--- config.mk ---
export PLATFORM = sky130hd
export DESIGN_NAME = branch_ctrl_flat
export DESIGN_NICKNAME = d
export VERILOG_FILES = /design/src/rtl/branch_pkg.sv /design/src/rtl/branch_ctrl_if.sv /design/src/rtl/ret_stack.sv /design/src/rtl/branch_ctrl.sv /design/src/flat_wrapper.sv
export SDC_FILE = /design/constraint.sdc
export NUM_CORES = 1
export LEC_CHECK = 0
export CAP_MARGIN = 20
export CORE_MARGIN = 1
export CORE_UTILIZATION = 41
export DETAILED_ROUTE_END_ITERATION = 12
export PLACE_DENSITY = 0.79
export SYNTH_ARGS = -nofsm -noshare
export SYNTH_HDL_FRONTEND = slang
export SYNTH_HIERARCHICAL = 1
export SYNTH_SLANG_ARGS = --single-unit
--- constraint.sdc ---
create_clock -name Clk -period 1.6 [get_ports Clk]
set_input_delay 0.16 -clock Clk [delete_from_list [all_inputs] [get_ports Clk]]
set_output_delay 0.16 -clock Clk [all_outputs]
set_load 0.02 [all_outputs]
--- src/rtl/branch_pkg.sv ---
// Shared types and constants for the branch controller: opcodes, FSM states,
// PC width and the constant table of 9-bit relative branch offsets.
package branch_pkg;

    localparam int PC_W      = 9;
    localparam int LUT_MAX_W = 5;

    typedef enum logic [2:0] {
        OP_NONE = 3'b000,
        OP_BRZ  = 3'b001,
        OP_BRNZ = 3'b010,
        OP_JMP  = 3'b011,
        OP_CALL = 3'b100,
        OP_RET  = 3'b101
    } branch_op_t;

    typedef enum logic [1:0] {
        S_IDLE,
        S_ARMED,
        S_RUN,
        S_DONE
    } fsm_state_t;

    // Two's-complement offsets; fetch adds them to the PC with 9-bit wrap.
    localparam logic [PC_W-1:0] LUT_OFFSETS [2**LUT_MAX_W] = '{
        9'h002, 9'h01E, 9'h1FC, 9'h006, 9'h1FF, 9'h064, 9'h19C, 9'h0FF,
        9'h100, 9'h010, 9'h1F0, 9'h020, 9'h1E0, 9'h001, 9'h003, 9'h1FD,
        9'h040, 9'h1C0, 9'h008, 9'h1F8, 9'h00C, 9'h1F4, 9'h018, 9'h1E8,
        9'h030, 9'h1D0, 9'h005, 9'h1FB, 9'h07F, 9'h181, 9'h011, 9'h000
    };

    function automatic logic [PC_W-1:0] lut_offset(input logic [LUT_MAX_W-1:0] idx);
        return LUT_OFFSETS[idx];
    endfunction

endpackage

--- src/rtl/branch_ctrl_if.sv ---
// Fetch-side bus of branch_ctrl: decode/ALU/fetch inputs and the fetch
// control outputs (Start, CMP_Flag, Target) plus run status.
interface branch_ctrl_if #(
    parameter int LUT_W = 5
);
    import branch_pkg::*;

    logic              Req;
    logic              Halt;
    logic [2:0]        BranchOp;
    logic [LUT_W-1:0]  LutIdx;
    logic              Zero;
    logic [PC_W-1:0]   ProgCtr;
    logic              Start;
    logic              CMP_Flag;
    logic [PC_W-1:0]   Target;
    logic              Done;
    logic              StackErr;

    modport master (
        output Req, Halt, BranchOp, LutIdx, Zero, ProgCtr,
        input  Start, CMP_Flag, Target, Done, StackErr
    );

    modport slave (
        input  Req, Halt, BranchOp, LutIdx, Zero, ProgCtr,
        output Start, CMP_Flag, Target, Done, StackErr
    );

endinterface

--- src/rtl/ret_stack.sv ---
// Return-address stack of D 9-bit entries for gosub/return; top is the most
// recent push. Push when full and pop when empty are ignored.
module ret_stack
    import branch_pkg::*;
#(
    parameter int D = 4
) (
    input  logic            i_clk,
    input  logic            i_rst_n,
    input  logic            i_clr,
    input  logic            i_push,
    input  logic            i_pop,
    input  logic [PC_W-1:0] i_data,
    output logic [PC_W-1:0] o_top,
    output logic            o_full,
    output logic            o_empty
);

    localparam int              PW     = $clog2(D);
    localparam logic [PW:0]     P_FULL = (PW + 1)'(D);

    logic [PC_W-1:0] r_mem [D];
    logic [PW:0]     r_ptr;
    logic [PW-1:0]   w_top_idx;

    assign o_full    = (r_ptr == P_FULL);
    assign o_empty   = (r_ptr == '0);
    assign w_top_idx = PW'(r_ptr - 1'b1);
    assign o_top     = r_mem[w_top_idx];

    // NOTE: sequential state uses non-blocking assignments so every flop samples pre-edge values.
    always_ff @(posedge i_clk or negedge i_rst_n) begin
        if (!i_rst_n) begin
            r_ptr <= '0;
        end else if (i_clr) begin
            r_ptr <= '0;
        end else if (i_push && !o_full) begin
            r_ptr <= r_ptr + 1'b1;
        end else if (i_pop && !o_empty) begin
            r_ptr <= r_ptr - 1'b1;
        end
    end

    // NOTE: storage has no reset; the pointer alone decides which entries are valid.
    always_ff @(posedge i_clk) begin
        if (i_push && !o_full && !i_clr) begin
            r_mem[r_ptr[PW-1:0]] <= i_data;
        end
    end

endmodule

--- src/rtl/branch_ctrl.sv ---
// Program-flow controller: run sequencing FSM, LUT-based branch resolution
// and, when BRANCH_CALL_STACK_EN is defined, gosub/return via ret_stack.
module branch_ctrl
    import branch_pkg::*;
#(
    parameter int D     = 4,
    parameter int LUT_W = 5
) (
    input  logic         Clk,
    input  logic         Reset,
    branch_ctrl_if.slave bus
);

    if ((D < 2) || (D > 16) || ((D & (D - 1)) != 0)) begin : g_bad_depth
        $error("branch_ctrl: D must be a power of two in 2..16");
    end

    fsm_state_t              r_state;
    fsm_state_t              w_next_state;
    logic [LUT_MAX_W-1:0]    w_lut_idx;
    logic [PC_W-1:0]         w_lut;
    logic                    w_cmp;
    logic [PC_W-1:0]         w_target;

    assign w_lut_idx = LUT_MAX_W'(bus.LutIdx);
    assign w_lut     = lut_offset(w_lut_idx);

    always_ff @(posedge Clk or negedge Reset) begin
        if (!Reset) begin
            r_state <= S_IDLE;
        end else begin
            r_state <= w_next_state;
        end
    end

    // NOTE: default every always_comb output first so no path infers a latch.
    always_comb begin
        w_next_state = r_state;
        case (r_state)
            S_IDLE:  if (bus.Req)   w_next_state = S_ARMED;
            S_ARMED: if (!bus.Req)  w_next_state = S_RUN;
            S_RUN:   if (bus.Halt)  w_next_state = S_DONE;
            S_DONE:  if (bus.Req)   w_next_state = S_ARMED;
            default:                w_next_state = S_IDLE;
        endcase
    end

`ifdef BRANCH_CALL_STACK_EN
    logic            w_push;
    logic            w_pop;
    logic            w_err_set;
    logic            w_run_entry;
    logic            w_full;
    logic            w_empty;
    logic [PC_W-1:0] w_top;
    logic [PC_W-1:0] w_ret_addr;
    logic            r_stack_err;

    assign w_run_entry = (r_state == S_ARMED) && !bus.Req;
    assign w_ret_addr  = bus.ProgCtr + 9'd1;

    ret_stack #(.D(D)) u_ret_stack (
        .i_clk   (Clk),
        .i_rst_n (Reset),
        .i_clr   (w_run_entry),
        .i_push  (w_push),
        .i_pop   (w_pop),
        .i_data  (w_ret_addr),
        .o_top   (w_top),
        .o_full  (w_full),
        .o_empty (w_empty)
    );

    always_ff @(posedge Clk or negedge Reset) begin
        if (!Reset) begin
            r_stack_err <= 1'b0;
        end else if (w_run_entry) begin
            r_stack_err <= 1'b0;
        end else if (w_err_set) begin
            r_stack_err <= 1'b1;
        end
    end

    assign bus.StackErr = r_stack_err;
`else
    assign bus.StackErr = 1'b0;
`endif

    always_comb begin
        w_cmp    = 1'b0;
        w_target = '0;
`ifdef BRANCH_CALL_STACK_EN
        w_push    = 1'b0;
        w_pop     = 1'b0;
        w_err_set = 1'b0;
`endif
        // DONE holds the PC by taking a zero offset every cycle.
        if (r_state == S_DONE) begin
            w_cmp = 1'b1;
        end else if ((r_state == S_RUN) && !bus.Halt) begin
            case (bus.BranchOp)
                OP_BRZ: begin
                    w_cmp    = bus.Zero;
                    w_target = w_lut;
                end
                OP_BRNZ: begin
                    w_cmp    = !bus.Zero;
                    w_target = w_lut;
                end
                OP_JMP: begin
                    w_cmp    = 1'b1;
                    w_target = w_lut;
                end
`ifdef BRANCH_CALL_STACK_EN
                OP_CALL: begin
                    if (!w_full) begin
                        w_push   = 1'b1;
                        w_cmp    = 1'b1;
                        w_target = w_lut;
                    end else begin
                        w_err_set = 1'b1;
                    end
                end
                OP_RET: begin
                    if (!w_empty) begin
                        w_pop    = 1'b1;
                        w_cmp    = 1'b1;
                        w_target = w_top - bus.ProgCtr;
                    end else begin
                        w_err_set = 1'b1;
                    end
                end
`endif
                default: ;
            endcase
        end
    end

    assign bus.Start    = (r_state == S_IDLE) || (r_state == S_ARMED);
    assign bus.Done     = (r_state == S_DONE);
    assign bus.CMP_Flag = w_cmp;
    assign bus.Target   = w_target;

endmodule
--- src/flat_wrapper.sv ---
// flat-port wrapper written by rule: the top's interface ports become plain ports
module branch_ctrl_flat import branch_pkg::*;
#(
    parameter int D     = 4,
    parameter int LUT_W = 5
)
  (Clk, Reset, bus_Req, bus_Halt, bus_BranchOp, bus_LutIdx, bus_Zero, bus_ProgCtr, bus_Start, bus_CMP_Flag, bus_Target, bus_Done, bus_StackErr);
  branch_ctrl_if #(.LUT_W(LUT_W)) bus_i ();
  input  logic Clk;
  input  logic Reset;
  input wire logic [$bits(bus_i.Req)-1:0] bus_Req;
  input wire logic [$bits(bus_i.Halt)-1:0] bus_Halt;
  input wire logic [$bits(bus_i.BranchOp)-1:0] bus_BranchOp;
  input wire logic [$bits(bus_i.LutIdx)-1:0] bus_LutIdx;
  input wire logic [$bits(bus_i.Zero)-1:0] bus_Zero;
  input wire logic [$bits(bus_i.ProgCtr)-1:0] bus_ProgCtr;
  output wire logic [$bits(bus_i.Start)-1:0] bus_Start;
  output wire logic [$bits(bus_i.CMP_Flag)-1:0] bus_CMP_Flag;
  output wire logic [$bits(bus_i.Target)-1:0] bus_Target;
  output wire logic [$bits(bus_i.Done)-1:0] bus_Done;
  output wire logic [$bits(bus_i.StackErr)-1:0] bus_StackErr;
  assign bus_i.Req = bus_Req;
  assign bus_i.Halt = bus_Halt;
  assign bus_i.BranchOp = bus_BranchOp;
  assign bus_i.LutIdx = bus_LutIdx;
  assign bus_i.Zero = bus_Zero;
  assign bus_i.ProgCtr = bus_ProgCtr;
  assign bus_Start = bus_i.Start;
  assign bus_CMP_Flag = bus_i.CMP_Flag;
  assign bus_Target = bus_i.Target;
  assign bus_Done = bus_i.Done;
  assign bus_StackErr = bus_i.StackErr;
  branch_ctrl #(.D(D), .LUT_W(LUT_W)) u_core (.Clk(Clk), .Reset(Reset), .bus(bus_i));
endmodule
# Word level (Yosys, flattened, before mapping)
# Memory sizes are Yosys's and may differ from the RTL's.
# Index checks and enable logic that the tools add are counted.
[word_totals] reg_bits=2 n_memories=1 rom_bits=288 word_cells=33 out_inout_bits=13 inputBits=22
[op_classes] n_mux=12 n_reduce_logical=8 bitwise_logic=1 n_lt_le_gt_ge=1 eq_ne=9
[memory_table] name="(no name shown)" depth=32 width=9 read_ports=1 rd_clocked_by_memory_dff=0 write_ports=0 line_no="branch_pkg.sv:33" source="return LUT_OFFSETS[idx];"
[op_table] cell="$mux 9" n=5
[op_table] cell="$eq 3x2->1 const B" n=2
[op_table] cell="$ge 6x6->1 const B" n=1
[op_table] cell="$mux 2" n=3
[op_table] cell="$not 5->6" n=1
[op_table] cell="$pmux 2 s3" n=1
[op_table] cell="$eq 2x2->1 const B" n=2
[op_table] cell="$ne 2x2->1 const B" n=2
[op_table] cell="$eq 3x1->1 const B" n=1
[op_table] cell="$pmux 1 s3" n=1
[op_table] cell="$reduce_and 3->1" n=1
[op_table] cell="$reduce_or 3->1" n=1
[op_table] cell="$eq 2x1->1 const B" n=1
[op_table] cell="$logic_not 1->1" n=2
[op_table] cell="$logic_not 2->1" n=1
[op_table] cell="$mux 1" n=2
[op_table] cell="$ne 2x1->1 const B" n=1
[op_table] cell="$reduce_or 2->1" n=1
[op_table] cell="$logic_and 1x1->1" n=1
[op_table] cell="$logic_or 1x1->1" n=1

# Longest topological paths before layout
# Gate-level depths: netlist of run 1.
[depth] word_depth=7 depth_mapped=6 mapped_depth_nobuf=6

# Worst setup path after synthesis of run 1
# OpenSTA, ideal clock, no wires.
[synth_path] path_kind="register to output" from="reg u_core.r_state[0]" to="out bus_Target[3]" arrival_time_ps=1702 path_buffers=0 stages_incl_launch_ff=5 required_ps=1440 path_slack_ps=-262 cell_sequence="dfrtp_1 -> ha_1 -> nor3_1 -> o21ai_2 -> a311oi_1"
[synth_between] word_cells_on_any_way=5 classes_between="eq/ne: 2; mux: 2; reduce/logical: 1"
[synth_lines] item="start: declaration" line_no="branch_ctrl.sv:18" source="fsm_state_t r_state;"
[synth_lines] item="start signal: assignment" line_no="branch_ctrl.sv:32" source="r_state <= w_next_state;"
[synth_lines] item="$eq 2x2->1"
[synth_lines] item="via bus_Done" line_no="flat_wrapper.sv:20" source="output wire logic [$bits(bus_i.Done)-1:0] bus_Done;"
[synth_lines] item="$mux 9" line_no="branch_ctrl.sv:98" source="if (r_state == S_DONE) begin"
[synth_lines] item="end: declaration" line_no="flat_wrapper.sv:19" source="output wire logic [$bits(bus_i.Target)-1:0] bus_Target;"
# The timed path passes the listed nets, and every way through them passes these cells.

# Final worst setup path of run 1
[layout_path] from="reg u_core.r_state[0]" to="out bus_Target[6]"
[layout_between] elab_chain_cells=4 word_cells_on_any_way=5 classes_between="eq/ne: 2; mux: 2; reduce/logical: 1"
[layout_rtl] item="$eq 2x2->1" line_no="branch_ctrl.sv:100" source="end else if ((r_state == S_RUN) && !bus.Halt) begin"
[layout_rtl] item="$logic_and 1x1->1" line_no="branch_ctrl.sv:100"
[layout_rtl] item="$mux 9" line_no="branch_ctrl.sv:100"
[layout_rtl] item="$mux 9 (*)" line_no="branch_ctrl.sv:98"
# Every way passes the cells marked *; elsewhere a longest branch is shown, timed or not.

==> results.toml, run 1 <==
[run_status]
outcome = "complete, but fails checks"
violations = "setup timing"

[final_layout]
final_common_cell = "buf_4"
layout_common_cells = "40 x buf_4, 10 x nor2_1, 9 x buf_6"
post-route-cell-area_um2 = 1500
drive_above_1_share_pct = 54.2
largest_reg_flops = 2
area_delta_synth_final_pct = 92.8
antenna_cells = 0
nets = 202
fillers = 103
top_regs = "u_core/r_state (2)"
top_register = "u_core/r_state"

[drt]
ant_nets = 0
post-route-drc-count = 0
wl_per_cell_um = 19.2
dr.pass1.iters = 4
drt-initial-drc-count = 57
via_per_inst = 5.95
num_vias = 1137
wirelength_mm = 3.67

[yosys]
synth-xor-area-share_pct = 0
synth-seq-cells = 2
yosysWarningCount = 6
synth-main-ff-cell = "dfrtp_1"
synth_edf_count = 0
yosys.area_share.adder_pct = 19.3
synth_seq_area_share_pct = 6.43
synthesis.nets = 139
async_reset_ff_share_pct = 100
synth-simple-area-share_pct = 22.0
synth_compound_area_share_pct = 32.0
synth.mux.area_fraction_pct = 7.88
syn_area_per_cell_um2 = 7.41
synth_top_family_by_area = "compound AO/OA/AOI/OAI gates"
synth_cells = 105
syn-cell-area_um2 = 778
synth_cell_types = 38

[power_and_ir_drop]
seqPwrFrac_pct = 8.9
p_sw_share_pct = 47.4
p_clk_share_pct = 9.4
p_switching_mw = 0.610
p_int_mw = 0.677
power.static_leakage_nw = 0.683
comb_power_share_pct = 81.7
p_per_area_nw_per_um2 = 858
peakVddDrop_mv = 0.796

[worst_setup_path]
cp.required_ns = 1.44
arrival_ns = 1.72
path_class = "register to primary output"
crit_chain = "buf_6 > ha_4 > nor3_4 > o21ai_4 > buf_6 > a211oi_2 > buf_4"
crit_fanout = 6
crit_buf_inv = 3
crit_path_start_kind = "register"
cpMaxStageDelayCell = "dfrtp_1"
slowest_delay_ns = 0.40
crit_family = "buffers and inverters"
critPathCaptureType = "primary output"
cpMostUsedCell = "buf_6"

[grt]
grt_pass1_wl_mm = 5.01
grt_pass1_vias = 1156
grt_max_degree = 11
grt_overflow = 0
track_usage_pct = 34.0
antenna_found_initial = 0

[clock_tree]
insertion_delay_ns = 0.23
cts_tree = "yes"
clk_pin_slew_ns = 0.03
cts_buffers = 3
root_buffer = "clkbuf_4"
clock_path_buffers = 2
htree_num_levels = 1
cts_sinks = 2

[timing]
setup_viol = 13
hold_viol_final = 0
skew_ns = 0.000246
finalCriticalPeriod_ns = 1.88
fin_crit_sh_pct = 117
timing.final.max_slew_violations = 0
timing.final.ws_setup_ns = -0.277
grt_setup_unrepaired = "true"
max_freq_mhz = 533
timing.hold.ws_ns = 0.101

[floorplanning]
die_y_um = 45.6
initial_core_util_pct = 44.6
rows = 15
io_pins = 35
die_area_um2 = 2080
design.core.area_um2 = 1750
die_w_um = 45.6

[placed_design]
globalplace.congestion = 0.886
placed_cell_area_um2 = 1240
io_buffer_count = 24
hpwlAfterDp_mm = 1.90

[hold_path]
min_path_type = "input port to async pin"

[run]
maxCapViolations = 0
[logic make-up (layout without fill, tap and decap cells)]
| logic type | count (synthesis) | after routing |
|---|---|---|
| buffers and inverters | 15 | 76 |
| DFF | 2 | 2 |
| and+or+nand+nor | 35 | 35 |
| AOI/OAI and AO/OA | 34 | 34 |
| adders and majority gates | 12 | 12 |
| muxes | 6 | 6 |
| other | 1 | 1 |
[worst paths after layout]
check	from	end	slack, ns	cells past startpoint
min in group Clk	bus_Req	u_core/r_state[0]	0.66	2
hold / removal	Reset	u_core/r_state[0]	0.10	1
hold reg to reg	u_core/r_state[1]	u_core/r_state[1]	0.82	2
setup reg to reg	u_core/r_state[1]	u_core/r_state[0]	-0.03	6
setup / recovery	u_core/r_state[0]	bus_Target[6]	-0.28	7
max in group asynchronous	Reset	u_core/r_state[1]	1.37	1
[final cells by class]
class / instances / area (um2) / share of cell area (%)
clock buffer: 3 / 22.5 / 1.50
inverter: 7 / 26.3 / 1.75
multi-input combinational: 88 / 825 / 55.0
sequential: 2 / 50.0 / 3.34
tap: 25 / 31.3 / 2.09
timing repair buffer: 66 / 546 / 36.4
[metal layers]
| layer | part of all wire (%) | up-vias | GRT usage (%) |
|---|---|---|---|
| met5 | 0 | - | 0 |
| met1 | 39 | 525 | 38.9 |
| li1 | - | 499 | - |
| met2 | 49 | 86 | 59.4 |
| met3 | 6.8 | 27 | 3.17 |
| met4 | 5.0 | 0 | 21.8 |
[power groups by stage]
stage	Combinational [mW]	Sequential (mW)	Clock (mW)
floorplan	0.416	0.102	0
global placement	0.774	0.0994	0
detailed placement	0.806	0.101	0
CTS	0.902	0.105	0.117
global route	1.08	0.117	0.122
finish	1.05	0.115	0.121
[cell usage after synthesis, drive strengths merged, types with 2 or more instances]
library cell | n | area (um2)
nor2 | 10 | 37.5
nor2b | 3 | 18.8
o21ai | 5 | 28.8
buf | 8 | 66.3
mux2i | 5 | 50.1
ha | 12 | 150
a211oi | 6 | 45.0
inv | 7 | 26.3
a311oi | 2 | 17.5
a21oi | 7 | 35.0
dfrtp | 2 | 50.1
o22a | 2 | 17.5
nand2b | 6 | 37.5
o211ai | 2 | 20.0
nand2 | 7 | 26.3
nor3 | 5 | 25.0
[metrics by stage]
stage	power (mW)	worst slack, ns	instances	TNS (ns)	util, %
floorplan	0.518	-0.185	105	-0.979	-
global placement	0.874	-0.871	180	-7.58	71.3
detailed placement	0.907	-0.920	180	-8.04	71.3
CTS	1.12	-0.221	189	-1.74	80.1
global route	1.32	-0.326	191	-2.64	85.9
finish	1.29	-0.277	191	-2.19	85.9
[timing repair]
item,in CTS,in global routing
pin swaps,3,3
buffers inserted,4,2
gates resized for setup,92,20
gates cloned,2,1
hold buffers,0,0
setup endpoints to repair,12,12
No activity file was read; power rests on OpenSTA's default activity.
==> inputs of run 2 (changes only) <==
CORE_MARGIN = not set   (was 1)
==> results of run 2 <==
Final layout, timing and power as in run 1 (identical DEF).
